===== src/rtl/elelock_ctrl.sv =====
// Electronic-lock sequencer: collects keypad digits, checks them against the code
// and runs the open-hold and lockout timers. ELELOCK_CODE_CHANGE_EN enables code re-entry while open.
module elelock_ctrl #(
    parameter int unsigned NDIGIT        = 4,
    parameter logic [15:0] INIT_CODE     = 16'h1234,
    parameter int unsigned OPEN_TICKS    = 160,
    parameter int unsigned LOCKOUT_TICKS = 320,
    parameter int unsigned MAX_FAIL      = 3
) (
    input  logic        ck,
    input  logic        reset,
    input  logic        hz32,
    input  logic [3:0]  keycode,
    input  logic        keyenbl,
    output logic        lock,
    output logic        open_led,
    output logic        alarm,
    output logic [15:0] dispbuf,
    output logic [1:0]  state
);

    localparam int unsigned TMAX = (OPEN_TICKS > LOCKOUT_TICKS) ? OPEN_TICKS : LOCKOUT_TICKS;
    localparam int unsigned TW   = $clog2(TMAX + 1);
    localparam int unsigned FW   = $clog2(MAX_FAIL + 1);
    localparam int unsigned CW   = $clog2(NDIGIT + 1);
    localparam int unsigned DW   = 4 * NDIGIT;

    localparam logic [TW-1:0] OPEN_LAST    = TW'(OPEN_TICKS - 1);
    localparam logic [TW-1:0] LOCKOUT_LAST = TW'(LOCKOUT_TICKS - 1);
    localparam logic [CW-1:0] CNT_FULL     = CW'(NDIGIT);
    localparam logic [FW-1:0] FAIL_SAT     = FW'(MAX_FAIL);
    localparam logic [3:0]    KEY_STAR     = 4'd10;
    localparam logic [3:0]    KEY_HASH     = 4'd11;

    typedef enum logic [1:0] {
        ST_LOCKED  = 2'b00,
        ST_OPEN    = 2'b01,
        ST_LOCKOUT = 2'b10
    } state_t;

    state_t        state_q, state_d;
    logic [TW-1:0] timer_q, timer_d;
    logic [FW-1:0] fail_q, fail_d;
    logic [CW-1:0] cnt_q, cnt_d;
    logic          ovf_q, ovf_d;
    logic [15:0]   buf_q, buf_d;
    logic [15:0]   code_q;
    logic          keyenbl_prev, hz32_prev;
    logic          lock_d, open_led_d, alarm_d;
    logic          do_shift, do_clear;

    logic key_evt, tick, digit_evt, star_evt, hash_evt, entry_ok, match;

    // Single-cycle events from the rising edges of the slow inputs
    assign key_evt   = keyenbl & ~keyenbl_prev;
    assign tick      = hz32 & ~hz32_prev;
    assign digit_evt = key_evt && (keycode <= 4'd9);
    assign star_evt  = key_evt && (keycode == KEY_STAR);
    assign hash_evt  = key_evt && (keycode == KEY_HASH);
    assign entry_ok  = (cnt_q == CNT_FULL) && !ovf_q;
    assign match     = entry_ok && (buf_q[DW-1:0] == code_q[DW-1:0]);

`ifdef ELELOCK_CODE_CHANGE_EN
    logic [15:0] code_d;

    always_ff @(posedge ck) begin
        if (reset) code_q <= INIT_CODE;
        else       code_q <= code_d;
    end
`else
    assign code_q = INIT_CODE;
`endif

    // State register and all registered outputs
    always_ff @(posedge ck) begin
        if (reset) begin
            state_q      <= ST_LOCKED;
            timer_q      <= '0;
            fail_q       <= '0;
            cnt_q        <= '0;
            ovf_q        <= 1'b0;
            buf_q        <= '0;
            keyenbl_prev <= 1'b0;
            hz32_prev    <= 1'b0;
            lock         <= 1'b1;
            open_led     <= 1'b0;
            alarm        <= 1'b0;
        end else begin
            state_q      <= state_d;
            timer_q      <= timer_d;
            fail_q       <= fail_d;
            cnt_q        <= cnt_d;
            ovf_q        <= ovf_d;
            buf_q        <= buf_d;
            keyenbl_prev <= keyenbl;
            hz32_prev    <= hz32;
            lock         <= lock_d;
            open_led     <= open_led_d;
            alarm        <= alarm_d;
        end
    end

    // Next-state, timer, counter and buffer logic
    always_comb begin
        state_d  = state_q;
        timer_d  = timer_q;
        fail_d   = fail_q;
        cnt_d    = cnt_q;
        ovf_d    = ovf_q;
        buf_d    = buf_q;
        do_shift = 1'b0;
        do_clear = 1'b0;
`ifdef ELELOCK_CODE_CHANGE_EN
        code_d   = code_q;
`endif

        case (state_q)
            ST_LOCKED: begin
                if (digit_evt) begin
                    do_shift = 1'b1;
                end else if (star_evt) begin
                    do_clear = 1'b1;
                end else if (hash_evt) begin
                    do_clear = 1'b1;
                    if (match) begin
                        state_d = ST_OPEN;
                        timer_d = '0;
                        fail_d  = '0;
                    end else if (32'(fail_q) + 32'd1 >= MAX_FAIL) begin
                        state_d = ST_LOCKOUT;
                        timer_d = '0;
                        fail_d  = FAIL_SAT;
                    end else begin
                        fail_d  = fail_q + FW'(1);
                    end
                end
            end

            ST_OPEN: begin
                // Close wins over any key arriving with the expiring tick
                if (star_evt || (tick && timer_q == OPEN_LAST)) begin
                    state_d  = ST_LOCKED;
                    timer_d  = '0;
                    do_clear = 1'b1;
                end else begin
                    if (tick) timer_d = timer_q + TW'(1);
`ifdef ELELOCK_CODE_CHANGE_EN
                    if (digit_evt) begin
                        do_shift = 1'b1;
                    end else if (hash_evt) begin
                        do_clear = 1'b1;
                        if (entry_ok) begin
                            code_d  = buf_q;
                            timer_d = '0;
                        end
                    end
`endif
                end
            end

            ST_LOCKOUT: begin
                do_clear = 1'b1;
                if (tick) begin
                    if (timer_q == LOCKOUT_LAST) begin
                        state_d = ST_LOCKED;
                        timer_d = '0;
                        fail_d  = '0;
                    end else begin
                        timer_d = timer_q + TW'(1);
                    end
                end
            end

            default: begin
                state_d  = ST_LOCKED;
                timer_d  = '0;
                do_clear = 1'b1;
            end
        endcase

        if (do_clear) begin
            buf_d = '0;
            cnt_d = '0;
            ovf_d = 1'b0;
        end else if (do_shift) begin
            buf_d = {buf_q[11:0], keycode};
            if (cnt_q == CNT_FULL) ovf_d = 1'b1;
            else                   cnt_d = cnt_q + CW'(1);
        end

        lock_d     = (state_d != ST_OPEN);
        open_led_d = (state_d == ST_OPEN);
        alarm_d    = (state_d == ST_LOCKOUT);
    end

    assign dispbuf = buf_q;
    assign state   = state_q;

endmodule


===== config.mk =====
export PLATFORM = sky130hd
export DESIGN_NAME = elelock_ctrl
export DESIGN_NICKNAME = d
export VERILOG_FILES = /design/src/rtl/elelock_ctrl.sv
export SDC_FILE = /design/constraint.sdc
export NUM_CORES = 1
export LEC_CHECK = 0
export BUFFER_PORTS_ARGS = -buffer_cell sky130_fd_sc_hd__buf_2
export CORE_ASPECT_RATIO = 0.6
export CORE_MARGIN = 3
export CORE_UTILIZATION = 32
export CTS_CLUSTER_DIAMETER = 40
export DETAILED_ROUTE_END_ITERATION = 6
export PLACE_DENSITY_LB_ADDON = 0.2
export SLEW_MARGIN = 20
export SYNTH_ARGS = -nofsm -noshare
export SYNTH_HDL_FRONTEND = slang
export SYNTH_SLANG_ARGS = --single-unit

===== constraint.sdc =====
create_clock -name ck -period 2.95 [get_ports ck]
set_clock_uncertainty 0.1 [all_clocks]
set_input_delay 0.59 -clock ck [delete_from_list [all_inputs] [get_ports ck]]
set_output_delay 0.59 -clock ck [all_outputs]
set_load 0.01 [all_outputs]

==> results.toml, run 1 <==
[global_route]
grt_antenna_before_repair = 0
grt_overflow = 0
grt.total_usage_pct = 14.39
grt_start_max_net_pins = 26
grt_pass1_vias = 1473
grt_pass1_wl_um = 7797

[floorplanning]
start_util_pct = 34.74
die_w_um = 104.2
rows = 20
coreArea_um2 = 5330
dieHeight_um = 64.93
die_area_um2 = 6766
io_pins = 29

[cts]
cts_buffers = 5
worstSkewPairLatency_ps = 290
cts_hold_buf = 0
clkTransAtPathRegs_ps = 70
clock_sinks = 38
htree_levels = 2
cts_root_buf = "clkbuf_8"
cts_resized = 0
cts_setup_buffers = 0
cts_tree = "built"
cts_buffer_depth = 2

[yosys]
ys_seq_elements = 38
synth_edf_count = 0
syn_area_um2 = 1852
seq_area_frac_synth_pct = 41.08
ys_warn_count = 0
ys_types = 48
avgSynthCellArea_um2 = 8.573
syn_inst = 216
synthArstFlopShare_pct = 0
ys.flop_type = "dfxtp_1"
synth_nets = 231

[timing]
setup_tns_ps = 0
slew_headroom_pct = 57.15
post-route-min-period_ps = 2550
period_share_pct = 86.43
finalHoldViolCount = 0
fmax_mhz = 392.2
tightestPinTransition_ps = 638.5
rsz0062_at_grt = "no"
setup_viol = 0
drv_slew = 0

[critical_path]
required_ps = 3000
cp-start-kind = "flop"
criticalPathCategory = "reg2reg"
critPathArrivalTime_ps = 2600
path_max_fanout = 9
endpoint_kind = "flop"

[drt]
drt_iter0_markers = 103
wl_per_cell_um = 14.35
dr.pass1.iters = 4
via_count = 1650
drtAntennaViolNets = 0
postRouteWirelength_um = 4620
vias_per_cell = 5.124
drc = 0

[place]
gp_congestion = 0.7723
hpwl_um = 3492
placed_cell_area_um2 = 2072
portBuffers = 28

[power]
clockPowerShare_pct = 36.6
power.density_nw_per_um2 = 434.2
switchingPower_uw = 232.4
power_frac_seq_pct = 56.4
ir_drop_v = 0.0002189
leakagePower_uw = 0.0007883
combPwrFrac_pct = 7.0
switching_share_pct = 24.88
internal_power_uw = 701.4

[cells_and_area]
regArea_um2 = 760.7
fin_util_pct = 40.35
final_nets = 260
fillers = 560
area_growth_pct = 16.15
design_area_um2 = 2151
layout-drive-gt1-share_pct = 18.78
layout_commonest_cell = "dfxtp_1"
insertedDiodeCount = 0
multi_input_area_um2 = 992.2
final_cell_mix = "38 x dfxtp_1, 33 x nand2_1, 28 x buf_2, 17 x a21oi_1, 14 x inv_1"

[job]
cap_violations = 0

[hold_path]
hold_class = "reg2reg"

[run_status]
status = "completed"
per-layer routing:
| metal | global-route usage, % | wire length (um) |
|---|---|---|
| met4 | 2.322 | 0 |
| met2 | 16.26 | 1649 |
| met1 | 24.59 | 2702 |
| met3 | 4.378 | 268 |
| met5 | 0 | 0 |
worst max-delay path, stage by stage, from the launching register on:
cell,delay [ps]
dfxtp_1,380
ha_1,190
nand3_1,190
nor4_1,580
o21ai_1,380
or3b_1,480
o32ai_1,130
area by class of cell:
type	instances	share of cell area, %
Clock buffer	5	3.200
Clock inverter	2	0.4654
Multi-Input combinational cell	154	46.13
Inverter	14	2.443
Timing Repair Buffer	32	7.912
Sequential cell	38	35.37
Tap cell	77	4.479
power groups by stage:
stage | registers (uW) | logic, uW | clock network [uW]
floorplan | 539 | 40.7 | 0
global placement | 539 | 65.1 | 0
detailed placement | 539 | 65.2 | 0
CTS | 527 | 65.4 | 350
global route | 528 | 74.9 | 376
finish | 527 | 65.4 | 342
synth_stat cells, types with 2 or more instances:
cell / number / area, um2
o211ai_1: 2 / 15.01
and3_1: 2 / 12.51
a211oi_1: 9 / 67.56
or3_1: 11 / 68.82
o32ai_1: 7 / 61.31
a22oi_1: 2 / 15.01
o21ai_0: 4 / 20.02
nor2_1: 9 / 33.78
clkbuf_1: 7 / 26.28
nand2b_1: 2 / 12.51
nor4_1: 2 / 12.51
inv_1: 14 / 52.55
a21oi_1: 17 / 85.08
dfxtp_1: 38 / 760.7
nor3_1: 4 / 20.02
nand3_1: 7 / 35.03
o22ai_1: 2 / 12.51
nand4bb_1: 3 / 33.78
nor2b_1: 4 / 25.02
a31oi_1: 2 / 12.51
o21ai_1: 3 / 15.01
ha_1: 7 / 87.58
nand2_1: 33 / 123.9
kinds of logic (layout without fill, tap and decap cells):
logic type / after synthesis / after routing / synth area share (%)
AOI/OAI and AO/OA: 56 / 56 / 20.61
xor gates and xnor gates: 1 / 1 / 0.4731
DFF: 38 / 38 / 41.08
buffers and inverters: 24 / 53 / 5.338
adders and majority gates: 7 / 7 / 4.730
and+or+nand+nor: 89 / 89 / 27.23
muxes: 1 / 1 / 0.5406
path summary, 6_finish.rpt:
path / slack (ps) / cells past startpoint / endpoint / from
setup / recovery: 400 / 6 / timer_q[6] / timer_q[0]
hold / removal: 380 / 2 / cnt_q[1] / cnt_q[1]
setup reg to reg: 400 / 6 / timer_q[6] / timer_q[0]
hold reg to reg: 380 / 2 / cnt_q[1] / cnt_q[1]
stage by stage:
step	hold slack [ps]	setup slack, ps	total power (uW)	instances
final	382.2	400.4	933.8	322
after global routing	403.7	119.3	978.2	322
after CTS	383.1	437.3	941.5	322
after detailed placement	371.1	393.1	603.9	315
after global placement	362.9	429.7	603.7	315
after floorplan	331.7	820.8	579.2	216
state kept, by name, summed over array words and instances, names as in the netlist:
signal	cells
alarm	1
cnt_q	3
dispbuf	16
fail_q	2
hz32_prev	1
keyenbl_prev	1
lock	1
open_led	1
ovf_q	1
state	2
timer_q	9
Note: power is estimated with default switching activity, not from simulation.
==> run 2, diff against run 1 <==
- CORE_MARGIN: 3 -> 8
==> run 2 against run 1 <==
Net effect:
- sequential power about the same
- combinational power about the same
- first-iteration DRC count down 9.7%
- register-to-register slack better by 100 ps
- sequential share of layout area down 0.18 points
- design area up 0.52%
- critical path depth unchanged
- utilization down 1.5 points
- global-route usage down 3.1 points
- fmax up 4.1%
- clock power down 2%
- cell count up 1.2%
==> results.toml, run 2 (synthesis results as in run 1) <==
[timing]
fmax_mhz = 408.2
setup_viol = 0
tightestPinTransition_ps = 632.2
post-route-min-period_ps = 2450
drv_slew = 0
setup_tns_ps = 0
period_share_pct = 83.04
finalHoldViolCount = 0
rsz0062_at_grt = "no"
slew_headroom_pct = 57.74

[global_route]
grt_antenna_before_repair = 0
grt_pass1_vias = 1446
met1_usage_pct = 18.20
grtUsageMet2_pct = 13.17
grt_start_max_net_pins = 26
grt_busiest_layer = "met1"
grt.total_usage_pct = 11.30
grt_pass1_wl_um = 7652
grt_overflow = 0
grt.met3_usage_pct = 3.923

[drt]
vias_per_cell = 5.003
via_count = 1631
drc = 0
dr.pass1.iters = 4
wl_per_cell_um = 14.13
drt_iter0_markers = 93
postRouteWirelength_um = 4608
drtAntennaViolNets = 0

[critical_path]
required_ps = 3050
cpPeakStageDelay_ps = 550
r2r-end = "timer_q[0]"
path_max_fanout = 11
critPathArrivalTime_ps = 2550
critPathTopFamily = "simple AND/OR/NAND/NOR gates"
crit_slowest_cell = "or4_4"
r2r_setup_slack_ps = 500
endpoint_kind = "flop"
path_cells = "or4_4, nor4b_4, a211oi_1, buf_4, or3b_1, o31ai_2"
cp-start-kind = "flop"
r2r-start = "dispbuf[10]"
critical_path_buf_inv_count = 1
reg2reg_depth = 6
criticalPathCategory = "reg2reg"

[cts]
cts_hold_buf = 0
worstSkewPairLatency_ps = 280
cts_setup_buffers = 0
htree_levels = 2
cts_buffer_depth = 2
cts_resized = 0
cts_buffers = 5
clock_sinks = 38
cts_tree = "built"
cts_root_buf = "clkbuf_8"
clkTransAtPathRegs_ps = 80

[floorplanning]
io_pins = 29
die_area_um2 = 8557
coreArea_um2 = 5570
start_util_pct = 33.24
rows = 21
die_w_um = 114.2
dieHeight_um = 74.93

[hold_path]
hold_class = "reg2reg"
min_to = "dispbuf[14]"
hp-start = "dispbuf[14]"
whs_path_depth = 2

[cells_and_area]
largest_register_ffs = 16
layout_commonest_cell = "dfxtp_1"
final_cell_mix = "38 x dfxtp_1, 33 x nand2_1, 28 x buf_2, 17 x a21oi_1, 14 x inv_1"
insertedDiodeCount = 0
final_nets = 261
area_growth_pct = 16.76
final_cells = 326
layout-drive-gt1-share_pct = 19.11

[place]
gp_congestion = 0.7974
hpwl_um = 3530
numPlacedInstances = 319
portBuffers = 28

[power]
combPwrFrac_pct = 7.0
internal_power_uw = 701.4
leakagePower_uw = 0.0007937
ir_drop_v = 0.0001739
switching_share_pct = 24.25
power.density_nw_per_um2 = 428.2
power_frac_seq_pct = 56.9
clockPowerShare_pct = 36.1
switchingPower_uw = 224.5

[job]
cap_violations = 0

[run_status]
status = "completed"
[run 2: worst register-to-register path, cell delays in order (launching register included)]
cell and delay (ps):
dfxtp_1 340, or4_4 550, nor4b_4 330, a211oi_1 130, buf_4 190, or3b_1 530, o31ai_2 210
[run 2: power by group through the flow]
| stage | Combinational [uW] | Sequential [uW] | Clock, uW |
|---|---|---|---|
| 3_5_place_dp | 65.1 | 538 | 0 |
| 6_report | 65.1 | 527 | 334 |
| 4_1_cts | 65.3 | 527 | 346 |
| 5_1_grt | 73.6 | 528 | 371 |
| 3_3_place_gp | 65.2 | 539 | 0 |
| 2_1_floorplan | 40.7 | 539 | 0 |
[run 2: cell type report]
| type | count | area [um2] |
|---|---|---|
| Clock inverter | 2 | 10.01 |
| Tap cell | 80 | 100.1 |
| Inverter | 14 | 52.55 |
| Timing Repair Buffer | 33 | 177.7 |
| Fill cell | 599 | 3408 |
| Sequential cell | 38 | 760.7 |
| Clock buffer | 5 | 68.82 |
| Multi-Input combinational cell | 154 | 992.2 |
[run 2: routing by layer]
layer  share of wire (%)  vias to the layer above  routed length (um)
met3                 6.7                        2                 307
li1                    -                      846                   -
met1                  58                      748                2691
met4                0.46                        0                  21
met5                   0                        -                   0
met2                  34                       35                1588
[run 2: worst max path at each step]
stage / startpoint / to / slack [ps] / depth (start not counted)
after floorplan: dispbuf[10] / timer_q[0] / 820 / 6
after detailed placement: hz32 / timer_q[0] / 450 / 7
final: dispbuf[10] / timer_q[0] / 500 / 6
after CTS: dispbuf[10] / timer_q[0] / 460 / 6
after global routing: dispbuf[10] / timer_q[5] / 340 / 6
after global placement: keycode[2] / timer_q[0] / 480 / 6
[run 2: metrics by stage]
step / utilization [%] / setup slack [ps] / area, um2 / hold slack, ps / total power (uW)
after CTS: 38.81 / 459.4 / 2162 / 374.3 / 938.1
after global routing: 38.81 / 342.6 / 2162 / 407.6 / 972.5
after detailed placement: 37.40 / 448.7 / 2083 / 363.0 / 603.5
after floorplan: - / 820.8 / 1852 / 331.7 / 579.2
final: 38.81 / 500.2 / 2162 / 368.7 / 925.9
after global placement: 37.40 / 477.2 / 2083 / 360.3 / 604.0
